File: src/rtl/fetch_unit.sv
// Instruction fetch stage: issues word requests to a variable-latency memory,
// buffers in-order responses and hands {PC, word} to decode; redirects discard stale words.
module fetch_unit #(
  parameter logic [31:0] RESET_PC    = 32'h0000_0000,
  parameter int          QUEUE_DEPTH = 4
) (
  input  logic        clock,
  input  logic        reset,
  output logic        imem_req_valid,
  output logic [31:0] imem_req_addr,
  input  logic        imem_req_ready,
  input  logic        imem_resp_valid,
  input  logic [31:0] imem_resp_data,
  input  logic        redirect_valid,
  input  logic [31:0] redirect_target,
  output logic        out_valid,
  input  logic        out_ready,
  output logic [31:0] out_PC,
  output logic [31:0] out_instruction,
  output logic        misaligned_fault
);

  localparam int PW = $clog2(QUEUE_DEPTH);
  localparam int CW = $clog2(QUEUE_DEPTH + 1);

  logic [31:0]   fetch_pc;
  logic [31:0]   resp_pc;
  logic [CW-1:0] outstanding;
  logic [CW-1:0] drop;
  logic [CW-1:0] count;
  logic [PW-1:0] head;
  logic [PW-1:0] tail;
  logic          fault;

  logic [31:0]   q_pc   [QUEUE_DEPTH];
  logic [31:0]   q_data [QUEUE_DEPTH];

  logic          pop;
  logic          accept;
  logic          enq;
  logic [CW:0]   credit;
  logic [CW-1:0] outstanding_nxt;

  assign out_valid        = (count != '0);
  assign imem_req_addr    = fetch_pc;
  assign misaligned_fault = fault;
  // Zero when empty so nothing stale or uninitialised is visible to decode.
  assign out_PC           = out_valid ? q_pc[head]   : '0;
  assign out_instruction  = out_valid ? q_data[head] : '0;

  // Credit: in-flight requests plus buffered words may never exceed the queue.
  always_comb begin
    pop             = out_valid && out_ready;
    credit          = {1'b0, outstanding} + {1'b0, count} - (CW+1)'(pop);
    imem_req_valid  = !reset && !fault && (credit < (CW+1)'(QUEUE_DEPTH));
    accept          = imem_req_valid && imem_req_ready;
    enq             = imem_resp_valid && (drop == '0);
    outstanding_nxt = outstanding + CW'(accept) - CW'(imem_resp_valid);
  end

  always_ff @(posedge clock) begin
    if (reset) begin
      fetch_pc    <= RESET_PC;
      resp_pc     <= RESET_PC;
      outstanding <= '0;
      drop        <= '0;
      count       <= '0;
      head        <= '0;
      tail        <= '0;
      fault       <= 1'b0;
    end else begin
      outstanding <= outstanding_nxt;
      if (redirect_valid) begin
        // Everything still in flight after this cycle belongs to the old path.
        drop     <= outstanding_nxt;
        fetch_pc <= redirect_target;
        resp_pc  <= redirect_target;
        count    <= '0;
        head     <= '0;
        tail     <= '0;
        fault    <= |redirect_target[1:0];
      end else begin
        if (accept) fetch_pc <= fetch_pc + 32'd4;
        if (imem_resp_valid && (drop != '0)) drop <= drop - CW'(1);
        if (enq) begin
          tail    <= tail + PW'(1);
          resp_pc <= resp_pc + 32'd4;
        end
        if (pop) head <= head + PW'(1);
        count <= count + CW'(enq) - CW'(pop);
      end
    end
  end

  always_ff @(posedge clock) begin
    if (!reset && !redirect_valid && enq) begin
      q_pc[tail]   <= resp_pc;
      q_data[tail] <= imem_resp_data;
    end
  end

  a_no_overflow: assert property (@(posedge clock) disable iff (reset)
    !(enq && !redirect_valid && !pop && (count == CW'(QUEUE_DEPTH))));

endmodule

File: config.mk
export PLATFORM = sky130hd
export DESIGN_NAME = fetch_unit
export DESIGN_NICKNAME = d
export VERILOG_FILES = /design/src/rtl/fetch_unit.sv
export SDC_FILE = /design/constraint.sdc
export NUM_CORES = 1
export LEC_CHECK = 0
export CORE_MARGIN = 10
export CORE_UTILIZATION = 49
export CTS_CLUSTER_SIZE = 8
export DETAILED_ROUTE_END_ITERATION = 16
export DONT_BUFFER_PORTS = 1
export GPL_TIMING_DRIVEN = 0
export MAX_ROUTING_LAYER = met4
export PLACE_DENSITY = 0.65
export SLEW_MARGIN = 15
export SYNTH_ARGS = -nofsm -noshare
export SYNTH_HDL_FRONTEND = slang
export SYNTH_SLANG_ARGS = --single-unit
File: constraint.sdc
create_clock -name clock -period 5.07 [get_ports clock]
set_clock_uncertainty 0.15 [all_clocks]
set_input_delay 1.521 -clock clock [delete_from_list [all_inputs] [get_ports clock]]
set_output_delay 1.521 -clock clock [all_outputs]
set_load 0.02 [all_outputs]
==> summary.txt <==
Global route
  • Via count of the first global-routing pass: slightly above 8k
  • Global-route wire length before repair: approximately 48 mm
  • Antenna violations before repair: 0
  • Pin count of the biggest net entering global routing: 46
  • GR Overflow Total: 0
  • Aggregate global-route resource usage: 0.176

Setup path
  • WP data arrival: 3250 ps
  • Register-to-register path setup slack: 1150 ps
  • RR Startpoint: count[1]$_SDFF_PP0_
  • End of the worst register-to-register path: drop[2]$_SDFFE_PP0P_
  • Sort of element at the end of the critical path: output port
  • Worst Setup Path Type: primary input to output port
  • Top fanout value on the critical path: 4
  • Critical path required time: around 3400 ps
  • Worst R2R Path Depth: 17
  • Start point of the critical path: out_ready
  • Setup crit start kind: primary input

Clocking
  • TritonCTS clock tree: yes
  • Hold bufs inserted after CTS: 0
  • Cell at the root of the clock tree: sky130_fd_sc_hd__clkbuf_16
  • Clock Sinks: 336
  • Longest Clk Path Bufs: 3
  • CTS H-tree lvls: 2
  • Count of buffers added by post-CTS timing repair for setup: 0
  • # resized after CTS: 0
  • Post-CTS clock slew at the launch and capture registers of the worst setup and hold paths: roughly 50 ps
  • Clock network latency to the later pin of the worst-skew pair: ~520 ps
  • Number of buffers created by CTS: 47

Placement
  • Cell count after placement: roughly 1.3k
  • Pre-CTS setup slack: a little over 70 ps
  • DP Area: between 10000 and 15000 um^2
  • GPL Wtd Cong: ~0.86
  • Buffers added on ports: 0
  • Half-perimeter wire length after detailed placement: 21.2 mm

Timing
  • Final worst-path cycle share: 0.971
  • Worst relative slew slack: 0.427
  • Setup tns final: 0 ps
  • Worst hold margin: 364 ps
  • Worst Max-Slew Pin Slew: around 860 ps
  • Minimum period implied by the final worst setup slack: 4920 ps
  • Unrepaired setup endpoints after global routing: no
  • Setup violation total in the final timing report: 0
  • Highest attainable clock frequency: between 200 and 250 MHz
  • Final Hold Fails: 0
  • Final max-slew violation count: 0
  • Final Worst Setup Slack: 147 ps

Floorplan
  • Std-Cell Rows: 61
  • Starting density of the core: 0.502
  • Y dimension of the die: 189 um
  • Die Footprint: 35900 um^2
  • Die X: 189 um
  • Core Footprint: ~28000 um^2
  • Boundary pin count: 169

Drt
  • Residual DRC: 0
  • Average via count per standard cell: roughly 5.8
  • Length of the first detailed-routing pass in iterations: 4
  • Iteration-0 DRC count of the detailed router: 489
  • WL per Instance: 22.4 um
  • Routed Antenna Nets: 0
  • Number of vias in the routed layout: 7974
  • Wire length reported by the detailed router: 31.0 mm

Run status
  • Run status: finished, final reports clean

Layout
  • Post-route cell area: 15900 um^2
  • Number of standard cells in the layout, taps in and fillers out: 1386
  • Number of antenna diodes: 0
  • # nets final: 1082
  • Share of final-layout standard cells stronger than drive strength 1: 0.137
  • Core utilization of the finished layout: 0.568
  • Signed area change from the synthesized netlist to the final layout: 13.2%

Yosys
  • Total of flip-flops plus latches after synthesis: 336
  • Dominant cell by count in the synthesized netlist: sky130_fd_sc_hd__edfxtp_1
  • Mapped Cells: 942
  • Library cells used by synthesis: between 50 and 60
  • Top area cells in the synthesized netlist: sky130_fd_sc_hd__edfxtp_1 (55%), sky130_fd_sc_hd__dfxtp_1 (11%), sky130_fd_sc_hd__mux4_2 (10%), sky130_fd_sc_hd__and2_1 (3.1%), sky130_fd_sc_hd__o31a_1 (1.9%)
  • EDFF count, synth: 256
  • Share of flip-flops with an asynchronous set or reset: 0
  • Most numerous cell types in the synthesized netlist: sky130_fd_sc_hd__edfxtp_1 (256), sky130_fd_sc_hd__dfxtp_1 (80), sky130_fd_sc_hd__and2_1 (69), sky130_fd_sc_hd__mux4_2 (64), sky130_fd_sc_hd__inv_1 (53)
  • Number of synthesis warnings: 0
  • Mean instance size in the synthesized netlist: 14.9 um^2
  • Top cell type's share of synthesized area: 0.547
  • Number of nets in the synthesized netlist: 1029
  • Cell type with the largest total area after synthesis: sky130_fd_sc_hd__edfxtp_1
  • Sequential cell area fraction in the yosys report: 0.661
  • Post-synthesis cell area: between 10000 and 15000 um^2
  • Predominant post-synthesis flop cell: sky130_fd_sc_hd__edfxtp_1

Min path
  • Number of cells traversed by the worst hold path: 0
  • Hold Crit Class: flop to flop
  • Hold Crit Endpoint: q_pc[2][0]$_DFFE_PP_
  • Hold Crit Start: resp_pc[0]$_SDFFE_PP0P_

Power
  • Total Power: 6.88 mW
  • Leakage component of the power: 5.11 nW
  • Worst ir drop on vdd: 212 uV
  • Areal power density over the cells: about 430 nW/um^2

Job
  • Number of violations of the max-capacitance limit: 0
-- worst max-delay path, stage by stage --
cell	delay [ps]
sky130_fd_sc_hd__nand2b_1	60
sky130_fd_sc_hd__or2_2	280
sky130_fd_sc_hd__ha_1	290
sky130_fd_sc_hd__nand2_1	60
sky130_fd_sc_hd__o311a_4	380
sky130_fd_sc_hd__o22a_1	160
sky130_fd_sc_hd__nor3_1	500
-- registers in the layout, summed over array words and instances, names as in the netlist, named ones only --
signal	count
q_data	128
misaligned_fault	1
head	2
resp_pc	32
tail	2
drop	3
count	3
q_pc	128
outstanding	3
imem_req_addr	32
-- worst max path at each step --
| stage | to | cells past startpoint |
|---|---|---|
| after floorplan | imem_req_valid | 7 |
| after global placement | q_data[1][5]$_DFFE_PP_ | 4 |
| after detailed placement | drop[2]$_SDFFE_PP0P_ | 16 |
| after CTS | imem_req_valid | 7 |
| after global routing | imem_req_valid | 8 |
| final | imem_req_valid | 7 |
-- logic make-up (layout without fill, tap and decap cells) --
kind of cell             Yosys count  after routing  synth area share
multiplexers                      66             66             0.105
buffers and inverters            106            172            0.0291
XOR/XNOR                          40             40            0.0249
AND/OR/NAND/NOR                  251            251             0.100
adder cells (fa/ha/maj)           17             17            0.0162
flip-flops                       336            336             0.661
AO/OA/AOI/OAI                    126            126            0.0637
-- power by group --
part / total (mW) / internal, mW / switching (mW) / leakage [nW]
Combinational: 0.931 / 0.330 / 0.601 / 1.50
Sequential: 3.21 / 3.09 / 0.119 / 2.99
Clock: 2.74 / 1.71 / 1.03 / 0.619
-- area by class of cell --
cell class | count | area, um^2
Multi-Input combinational cell | 500 | 4380
Sequential cell | 336 | 9290
Fill cell | 2207 | 12100
Timing Repair Buffer | 4 | 87.6
Clock buffer | 62 | 1270
Tap cell | 378 | 473
Buffer | 51 | 203
Inverter | 55 | 206
-- cells in the final DEF (no fill, tap or decap), types with 16 or more instances in the layout --
cell type	n
sky130_fd_sc_hd__o31a_1	30
sky130_fd_sc_hd__inv_1	53
sky130_fd_sc_hd__mux4_2	64
sky130_fd_sc_hd__nor3_1	23
sky130_fd_sc_hd__xnor2_1	30
sky130_fd_sc_hd__nand3_1	19
sky130_fd_sc_hd__a21oi_1	39
sky130_fd_sc_hd__dfxtp_1	80
sky130_fd_sc_hd__clkbuf_1	54
sky130_fd_sc_hd__edfxtp_1	256
sky130_fd_sc_hd__clkbuf_16	49
sky130_fd_sc_hd__nor2_1	25
sky130_fd_sc_hd__nor4_1	21
sky130_fd_sc_hd__and2_1	69
sky130_fd_sc_hd__nand2_1	38
sky130_fd_sc_hd__a21boi_0	16
-- routing by layer --
metal,vias to the layer above,global-route usage,share of wire
met5,-,-,0
met4,0,0.0427,0.016
met3,45,0.0555,0.090
met2,312,0.269,0.46
met1,3926,0.226,0.44
li1,3691,-,-
No activity file was read; power rests on OpenSTA's default activity.
